`config.mk`:
```
export PLATFORM = sky130hd
export DESIGN_NAME = pll_drp_ctrl_flat
export DESIGN_NICKNAME = d
export VERILOG_FILES = /design/src/rtl/pll_drp_ctrl_if.sv /design/src/rtl/pll_drp_ctrl.sv /design/src/flat_wrapper.sv
export SDC_FILE = /design/constraint.sdc
export NUM_CORES = 1
export LEC_CHECK = 0
export CORE_ASPECT_RATIO = 1.5
export CORE_MARGIN = 10
export CORE_UTILIZATION = 44
export DETAILED_ROUTE_END_ITERATION = 8
export PLACE_DENSITY = 0.82
export SLEW_MARGIN = 20
export SYNTH_ARGS = -nofsm -noshare
export SYNTH_HDL_FRONTEND = slang
export SYNTH_SLANG_ARGS = --single-unit
```
`constraint.sdc`:
```
create_clock -name sys_clk -period 1.5 [get_ports sys_clk]
set_input_delay 0.225 -clock sys_clk [delete_from_list [all_inputs] [get_ports sys_clk]]
set_output_delay 0.225 -clock sys_clk [all_outputs]
set_load 0.05 [all_outputs]
```
`src/rtl/pll_drp_ctrl_if.sv`:
```
// pll_drp_ctrl_if: request/response bus between a register-bank master and
// the PLL DRP reconfiguration controller.
//   req_*  : single read or masked-write request (valid/ready handshake)
//   rsp_*  : one-cycle completion pulse with read/written data and error flag
interface pll_drp_ctrl_if;
  logic        req_valid;
  logic        req_ready;
  logic        req_we;
  logic        req_last;
  logic [4:0]  req_addr;
  logic [15:0] req_data;
  logic [15:0] req_mask;
  logic        rsp_valid;
  logic [15:0] rsp_data;
  logic        rsp_err;

  modport master (
    output req_valid, req_we, req_last, req_addr, req_data, req_mask,
    input  req_ready, rsp_valid, rsp_data, rsp_err
  );

  modport slave (
    input  req_valid, req_we, req_last, req_addr, req_data, req_mask,
    output req_ready, rsp_valid, rsp_data, rsp_err
  );
endinterface

```
`src/rtl/pll_drp_ctrl.sv`:
```
// pll_drp_ctrl: sequences PLL_ADV DRP read / read-modify-write cycles.
// A write burst holds the PLL in reset; the last write of the burst releases
// it after RST_HOLD cycles and waits for (synchronized) lock before completing.
// Ports:
//   sys_clk, sys_rst      : clock (not from the PLL being retuned), sync high reset
//   bus (slave)           : request / response bus
//   busy                  : FSM not idle or PLL held in reset
//   drp_daddr/di/den/dwe  : registered DRP drive
//   drp_do, drp_drdy      : DRP return
//   pll_rst, pll_locked   : PLL reset out, asynchronous lock in
module pll_drp_ctrl #(
  parameter int LOCK_TIMEOUT = 65535,
  parameter int RST_HOLD     = 4,     // must be >= 2
  parameter int DRDY_TIMEOUT = 63
) (
  input  logic        sys_clk,
  input  logic        sys_rst,
  pll_drp_ctrl_if.slave bus,
  output logic        busy,
  output logic [4:0]  drp_daddr,
  output logic [15:0] drp_di,
  output logic        drp_den,
  output logic        drp_dwe,
  input  logic [15:0] drp_do,
  input  logic        drp_drdy,
  output logic        pll_rst,
  input  logic        pll_locked
);

  localparam int CNT_W = $clog2(LOCK_TIMEOUT + 1);

  localparam logic [2:0] S_IDLE     = 3'd0;
  localparam logic [2:0] S_RD       = 3'd1;
  localparam logic [2:0] S_MOD      = 3'd2;
  localparam logic [2:0] S_WR       = 3'd3;
  localparam logic [2:0] S_HOLD     = 3'd4;
  localparam logic [2:0] S_LOCKWAIT = 3'd5;
  localparam logic [2:0] S_RESP     = 3'd6;

  logic [2:0]       state_q, state_d;
  logic             we_q, we_d;
  logic             last_q, last_d;
  logic [4:0]       addr_q, addr_d;
  logic [15:0]      data_q, data_d;
  logic [15:0]      mask_q, mask_d;
  logic [15:0]      val_q, val_d;      // old value, then value written
  logic             err_q, err_d;
  logic             prst_q, prst_d;
  logic             den_q, den_d;
  logic             dwe_q, dwe_d;
  logic [15:0]      di_q, di_d;
  logic [CNT_W-1:0] cnt_q, cnt_d;
  logic             lk_s1_q, lk_s2_q;
  logic [15:0]      wr_val;

  assign wr_val = (val_q & mask_q) | (data_q & ~mask_q);

  always_comb begin
    state_d = state_q;
    we_d    = we_q;
    last_d  = last_q;
    addr_d  = addr_q;
    data_d  = data_q;
    mask_d  = mask_q;
    val_d   = val_q;
    err_d   = err_q;
    prst_d  = prst_q;
    den_d   = 1'b0;
    dwe_d   = 1'b0;
    di_d    = di_q;
    cnt_d   = cnt_q + 1'b1;
    case (state_q)
      S_IDLE: begin
        cnt_d = '0;
        if (bus.req_valid) begin
          we_d    = bus.req_we;
          last_d  = bus.req_last;
          addr_d  = bus.req_addr;
          data_d  = bus.req_data;
          mask_d  = bus.req_mask;
          err_d   = 1'b0;
          den_d   = 1'b1;
          // a read mid-burst must leave pll_rst untouched
          if (bus.req_we) prst_d = 1'b1;
          state_d = S_RD;
        end
      end
      S_RD: begin
        if (drp_drdy) begin
          val_d   = drp_do;
          state_d = we_q ? S_MOD : S_RESP;
        end else if (cnt_q == CNT_W'(DRDY_TIMEOUT - 1)) begin
          err_d   = 1'b1;
          prst_d  = 1'b0;
          state_d = S_RESP;
        end
      end
      S_MOD: begin
        val_d   = wr_val;
        di_d    = wr_val;
        den_d   = 1'b1;
        dwe_d   = 1'b1;
        cnt_d   = '0;
        state_d = S_WR;
      end
      S_WR: begin
        if (drp_drdy) begin
          cnt_d   = '0;
          state_d = last_q ? S_HOLD : S_RESP;
        end else if (cnt_q == CNT_W'(DRDY_TIMEOUT - 1)) begin
          err_d   = 1'b1;
          prst_d  = 1'b0;
          state_d = S_RESP;
        end
      end
      S_HOLD: begin
        // the DRDY cycle counts as the first hold cycle, so pll_rst drops
        // exactly RST_HOLD cycles after the write DRDY
        if (cnt_q == CNT_W'(RST_HOLD - 2)) begin
          prst_d  = 1'b0;
          cnt_d   = '0;
          state_d = S_LOCKWAIT;
        end
      end
      S_LOCKWAIT: begin
        if (lk_s2_q) begin
          state_d = S_RESP;
        end else if (cnt_q == CNT_W'(LOCK_TIMEOUT - 1)) begin
          err_d   = 1'b1;
          state_d = S_RESP;
        end
      end
      S_RESP: begin
        state_d = S_IDLE;
      end
      default: state_d = S_IDLE;
    endcase
  end

  always_ff @(posedge sys_clk) begin
    if (sys_rst) begin
      state_q <= S_IDLE;
      we_q    <= 1'b0;
      last_q  <= 1'b0;
      addr_q  <= '0;
      data_q  <= '0;
      mask_q  <= '0;
      val_q   <= '0;
      err_q   <= 1'b0;
      prst_q  <= 1'b0;
      den_q   <= 1'b0;
      dwe_q   <= 1'b0;
      di_q    <= '0;
      cnt_q   <= '0;
      lk_s1_q <= 1'b0;
      lk_s2_q <= 1'b0;
    end else begin
      state_q <= state_d;
      we_q    <= we_d;
      last_q  <= last_d;
      addr_q  <= addr_d;
      data_q  <= data_d;
      mask_q  <= mask_d;
      val_q   <= val_d;
      err_q   <= err_d;
      prst_q  <= prst_d;
      den_q   <= den_d;
      dwe_q   <= dwe_d;
      di_q    <= di_d;
      cnt_q   <= cnt_d;
      lk_s1_q <= pll_locked;
      lk_s2_q <= lk_s1_q;
    end
  end

  assign bus.req_ready = (state_q == S_IDLE);
  assign bus.rsp_valid = (state_q == S_RESP);
  assign bus.rsp_data  = val_q;
  assign bus.rsp_err   = err_q;
  assign busy          = (state_q != S_IDLE) || prst_q;
  assign drp_daddr     = addr_q;
  assign drp_di        = di_q;
  assign drp_den       = den_q;
  assign drp_dwe       = dwe_q;
  assign pll_rst       = prst_q;

endmodule

```
`src/flat_wrapper.sv`:
```
// flat-port wrapper written by rule: the top's interface ports become plain ports
module pll_drp_ctrl_flat 
#(
  parameter int LOCK_TIMEOUT = 65535,
  parameter int RST_HOLD     = 4,                    
  parameter int DRDY_TIMEOUT = 63
)
  (sys_clk, sys_rst, busy, drp_daddr, drp_di, drp_den, drp_dwe, drp_do, drp_drdy, pll_rst, pll_locked, bus_req_valid, bus_req_we, bus_req_last, bus_req_addr, bus_req_data, bus_req_mask, bus_req_ready, bus_rsp_valid, bus_rsp_data, bus_rsp_err);
  pll_drp_ctrl_if bus_i ();
  input  logic sys_clk;
  input  logic sys_rst;
  output logic busy;
  output logic [4:0] drp_daddr;
  output logic [15:0] drp_di;
  output logic drp_den;
  output logic drp_dwe;
  input  logic [15:0] drp_do;
  input  logic drp_drdy;
  output logic pll_rst;
  input  logic pll_locked;
  input wire logic [$bits(bus_i.req_valid)-1:0] bus_req_valid;
  input wire logic [$bits(bus_i.req_we)-1:0] bus_req_we;
  input wire logic [$bits(bus_i.req_last)-1:0] bus_req_last;
  input wire logic [$bits(bus_i.req_addr)-1:0] bus_req_addr;
  input wire logic [$bits(bus_i.req_data)-1:0] bus_req_data;
  input wire logic [$bits(bus_i.req_mask)-1:0] bus_req_mask;
  output wire logic [$bits(bus_i.req_ready)-1:0] bus_req_ready;
  output wire logic [$bits(bus_i.rsp_valid)-1:0] bus_rsp_valid;
  output wire logic [$bits(bus_i.rsp_data)-1:0] bus_rsp_data;
  output wire logic [$bits(bus_i.rsp_err)-1:0] bus_rsp_err;
  assign bus_i.req_valid = bus_req_valid;
  assign bus_i.req_we = bus_req_we;
  assign bus_i.req_last = bus_req_last;
  assign bus_i.req_addr = bus_req_addr;
  assign bus_i.req_data = bus_req_data;
  assign bus_i.req_mask = bus_req_mask;
  assign bus_req_ready = bus_i.req_ready;
  assign bus_rsp_valid = bus_i.rsp_valid;
  assign bus_rsp_data = bus_i.rsp_data;
  assign bus_rsp_err = bus_i.rsp_err;
  pll_drp_ctrl #(.LOCK_TIMEOUT(LOCK_TIMEOUT), .RST_HOLD(RST_HOLD), .DRDY_TIMEOUT(DRDY_TIMEOUT)) u_core (.sys_clk(sys_clk), .sys_rst(sys_rst), .bus(bus_i), .busy(busy), .drp_daddr(drp_daddr), .drp_di(drp_di), .drp_den(drp_den), .drp_dwe(drp_dwe), .drp_do(drp_do), .drp_drdy(drp_drdy), .pll_rst(pll_rst), .pll_locked(pll_locked));
endmodule
```
Yosys cells after proc, flatten, opt, wreduce, memory -nomap -nowiden
Index checks and enable logic that the tools add are counted.
{"block": "word_totals", "register_bits": 96, "in_bits": 60, "out_inout_bits": 44}
{"block": "op_classes", "add_sub_neg": 1, "n_eq_ne": 18, "mux": 30, "bitwise": 4, "reduce_logical": 13}
{"op": "$mux W16", "n": 3}
{"op": "$pmux W16 S3", "n": 1}
{"op": "$and A16 B16 Y16", "n": 2}
{"op": "$pmux W16 S2", "n": 1}
{"op": "$mux W3", "n": 8}
{"op": "$pmux W3 S6", "n": 1}
{"op": "$add A16 B1 Y16 const B", "n": 1}
{"op": "$eq A16 B16 Y1 const B", "n": 1}
{"op": "$eq A16 B2 Y1 const B", "n": 1}
{"op": "$eq A16 B6 Y1 const B", "n": 1}
{"op": "$not A16 Y16", "n": 1}
{"op": "$or A16 B16 Y16", "n": 1}
{"op": "$mux W1", "n": 12}
{"op": "$reduce_and A6 Y1", "n": 2}
{"op": "$ne A2 B2 Y1 const B", "n": 5}
{"op": "$eq A3 B3 Y1 const B", "n": 3}
{"op": "$reduce_bool A3 Y1", "n": 3}
{"op": "$eq A3 B2 Y1 const B", "n": 2}
{"op": "$ne A2 B1 Y1 const B", "n": 3}
{"op": "$pmux W1 S3", "n": 2}
{"op": "$reduce_and A2 Y1", "n": 2}
{"op": "$reduce_or A2 Y1", "n": 2}
{"op": "$eq A3 B1 Y1 const B", "n": 1}
{"op": "$logic_not A3 Y1", "n": 1}
{"op": "6 further kinds", "n": 6}

Logic depth before layout (Yosys ltp)
{"block": "depth", "word_depth": 4, "mapped_depth": 8}

Worst setup path before layout
Ideal clock, no wire load.
{"block": "synth_path", "path_kind": "register to register", "from": "register u_core.state_q[2]", "to": "register u_core.data_q[10]", "setup_ps": 132, "arrival_ps": 2005, "slack_ps": -637, "stages_incl_launch_ff": 9, "path_buffers": 3, "synth_period_minus_slack_ps": 2137, "path_cell_list": "dfxtp_1 > or2_1 > buf_6 > nor2_1 > nand2_1 > buf_2 > buf_2 > nand2_1 > a21oi_1"}
{"block": "synth_via", "elab_chain_len": 2}
{"item": "start, declared", "line": "pll_drp_ctrl.sv:40", "rtl": "logic [2:0] state_q, state_d;"}
{"item": "start signal, assigned", "line": "pll_drp_ctrl.sv:158", "rtl": "state_q <= state_d;"}
{"item": "$logic_not A3 Y1"}
{"item": "named net bus_req_ready", "line": "flat_wrapper.sv:27", "rtl": "output wire logic [$bits(bus_i.req_ready)-1:0] bus_req_ready;"}
{"item": "$reduce_and A2 Y1 (no source line)"}
{"item": "end signal, assigned", "line": "pll_drp_ctrl.sv:162", "rtl": "data_q <= data_d;"}
{"item": "end, declared", "line": "pll_drp_ctrl.sv:44", "rtl": "logic [15:0] data_q, data_d;"}
The timed path passes the listed nets, and every way through them passes these cells.
A chain may end at the register's enable or synchronous reset.

Worst setup path in the final report
{"block": "layout_path", "from": "register u_core.state_q[2]", "to": "output port busy"}
{"block": "layout_via", "elab_chain_len": 2}
{"item": "$reduce_bool A3 Y1", "line": "pll_drp_ctrl.sv:180", "rtl": "assign busy = (state_q != S_IDLE) || prst_q;"}
{"item": "$logic_or A1 B1 Y1", "line": "pll_drp_ctrl.sv:180"}
{"item": "end, declared", "line": "flat_wrapper.sv:12", "rtl": "output logic busy;"}
No other way between the ends.

==> run_results.csv <==
group,metric,value,unit
setup_path,crit_required,1.27,ns
power_and_ir_drop,power,7.59,mW
synth,synth_top_area_share,47.4,%
timing,setup_tns,-12.88,ns
final_layout,area_growth,71.8,%
synth,synthesis.nets,551,
timing,report.final.slew_viol_count,0,
route,drt_wl_total,19400,um
clock_network,numCtsBuffers,9,
timing,clock.fmax,567,MHz
timing,worst_pin_slew,0.447,ns
timing,min_period,1.76,ns
clock_network,clock_path_buffers,2,
timing,rsz0062_at_grt,"yes",
clock_network,cts.htree.levels,3,
worst_hold_path,worstHoldPathType,"input pin to flop",
power_and_ir_drop,p_leak,2.64,nW
clock_network,clock_sinks,96,
run_status,violations,"negative setup slack",
final_layout,fill_cells,488,
final_layout,insertedDiodeCount,0,
power_and_ir_drop,pwr-share-comb,32.0,%
place,dp_hpwl,8490,um
floorplan,core,0.00893,mm2
clock_network,path_clk_slew,0.07,ns
place,io_buffers,103,
final_layout,layout_common_cells,"dfxtp_1 (86), buf_4 (75), nand2_1 (69)",
setup_path,crit_fanout,3,
job,cap_violations,0,
power_and_ir_drop,cellPowerDensity,1090,mW/mm2
power_and_ir_drop,p_sw,2.55,mW
route,drc,0,
timing,timing.hold.ws,0.252,ns
route,ant_nets,0,
synth,syn_inst,489,
route,viasPerCell,6.34,
timing,worst_slack,-0.264,ns
power_and_ir_drop,power_frac_clock,29.1,%
final_layout,finalNonFillerCells,763,
synth,synth_area_per_cell,8.29,um2
synth,synth-edff-count,0,
grt,grt_pass1_vias,4358,
route,first_pass_iters,5,
setup_path,worstPathArrival,1.54,ns
floorplan,die_w,98.4,um
synth,netlist_area,0.00405,mm2
floorplan,die_area,0.0135,mm2
clock_network,ctsHoldBuffers,0,
timing,setup_viol_count_final,76,
grt,grt_max_degree,37,
final_layout,regArea,0.00194,mm2
setup_path,worstPathCellList,"or2_4 > buf_6 > or3_4 > buf_8",
floorplan,die_y,138,um
timing,final_hold_viol_count,0,
setup_path,cp-start-kind,"flop",
synth,async_flop_share,0,%
place,place.gp.congestion,0.867,
power_and_ir_drop,p_int,5.05,mW
power_and_ir_drop,switching_share,33.5,%
run_status,outcome,"complete, but fails checks",
grt,grt_util_all_layers,21.4,%
route,drtIter0Drc,479,
setup_path,worstSetupPathType,"flop to output pin",
power_and_ir_drop,seq_power_share,38.9,%
floorplan,start_util,45.4,%
synth,yosysUniqueCellTypes,43,
grt,antenna_found_initial,0,
clock_network,cts_root_buffer,"clkbuf_16",
final_layout,drive_gt1_share,39.8,%
synth,ys.flop_type,"dfxtp_1",
final_layout,fin_nets,712,
synth,synth_area_leader_cell,"dfxtp_1",
grt,grt_first_pass_wirelength,23300,um
timing,clock_skew,0.00907,ns
synth,ys_ff_latch,96,
final_layout,final_common_cell,"dfxtp_1",
grt,overflow,0,
synth,seq_area_frac_synth,47.4,%
final_layout,multi_input_area,0.00245,mm2
clock_network,cts_tree,"yes",
setup_path,crit_path_top_delay_cell,"dfxtp_2",
synth,ys_top_cells_by_area,"dfxtp_1 (47%), nand2_1 (9.5%), a21oi_1 (7.7%), a211oi_1 (6.3%), mux2i_1 (4.0%)",
floorplan,ios,104,
route,vias,4836,
clock_network,clock_latency,0.35,ns
floorplan,row_count,42,
timing,max-slew-margin-rel,70.2,%
route,wl_per_cell,25.4,um
setup_path,cp-end-kind,"output pin",
timing,fin_crit_sh,118,%
setup_path,cp_slowest_stage_delay,0.33,ns
place,place_inst,707,
synth,ys_warn_count,0,
power_and_ir_drop,ir_drop,1.00,mV
timing repair:
item | CTS | global route
pin swaps | 40 | 39
gates resized for setup | 66 | 85
buffers inserted | 13 | 7
endpoints found under the hold margin | 0 | 0
setup endpoints to repair | 42 | 85
gates cloned | 14 | 10
cell usage after synthesis, types with 2 or more instances:
master    count
nor2b_1       5
o21ai_0       3
mux2i_1      16
nand2b_1      3
nand4_1       3
a21oi_1      62
nand2_1     102
inv_1         3
buf_6         2
and2_1        2
o21ai_1      19
ha_1          2
and4_1        3
nor4b_1       2
and3_1        2
a211oi_1     34
xor2_1       12
buf_2        12
clkbuf_1     20
dfxtp_1      96
nand3_1       9
nor4_1        3
nor2_1       37
or3_1        18
state kept, by name, summed over array words and instances (netlist names), 3 cells and up:
signal / count
u_core.drp_daddr: 5
u_core.state_q: 3
u_core.mask_q: 16
u_core.data_q: 16
u_core.bus.rsp_data: 16
u_core.drp_di: 16
u_core.cnt_q: 16
final cells by class:
type | instances | area share [%]
multi-input cells | 357 | 35.2
repair buffers | 182 | 30.8
flip-flops and latches | 96 | 27.9
clock buffers | 11 | 3.63
well taps | 110 | 1.98
clock inverters | 3 | 0.270
inverters | 4 | 0.216
worst paths after layout:
kind              cells after the start                 to  slack (ns)              start
setup / recovery                      4               busy       -0.26  u_core.state_q[2]
hold / removal                        2  u_core.state_q[0]        0.25            sys_rst
setup reg to reg                      9  u_core.drp_di[15]       -0.26  u_core.state_q[2]
hold reg to reg                       1     u_core.lk_s2_q        0.46     u_core.lk_s1_q
logic make-up after synthesis:
kind of cell | count (synthesis) | synth area share [%]
AOI/OAI and AO/OA | 123 | 17.7
xor gates and xnor gates | 13 | 2.81
adders and majority gates | 2 | 0.618
buffers and inverters | 39 | 4.45
DFF | 96 | 47.4
muxes | 17 | 4.23
and+or+nand+nor | 199 | 22.7
worst max-delay path: cells and delay by family, from the launching register on:
family,cells,cell delay [ns]
buffers and inverters,2,0.28
flip-flops,1,0.33
AND/OR/NAND/NOR,2,0.57
power groups by stage:
stage	Combinational, mW	Sequential (mW)	Clock [mW]
after floorplan	0.643	3.24	0
after global placement	1.54	2.93	0
after detailed placement	1.58	2.95	0
after CTS	1.98	2.90	2.13
after global routing	2.51	2.96	2.30
final	2.43	2.96	2.21
metrics by stage:
stage,setup WS [ns],utilization (%),cell area [um2]
after floorplan,-0.0891,-,4110
after global placement,-0.130,60.4,5400
after detailed placement,-0.204,60.4,5400
after CTS,-0.251,71.1,6350
after global routing,-0.407,77.9,6960
final,-0.264,77.9,6960
routing by layer:
layer	global-route usage [%]	share of wire, %
met1	22.5	33
met2	37.0	49
met3	5.82	9.9
met4	13.7	7.9
met5	0	0
(Power assumes the default switching activity.)
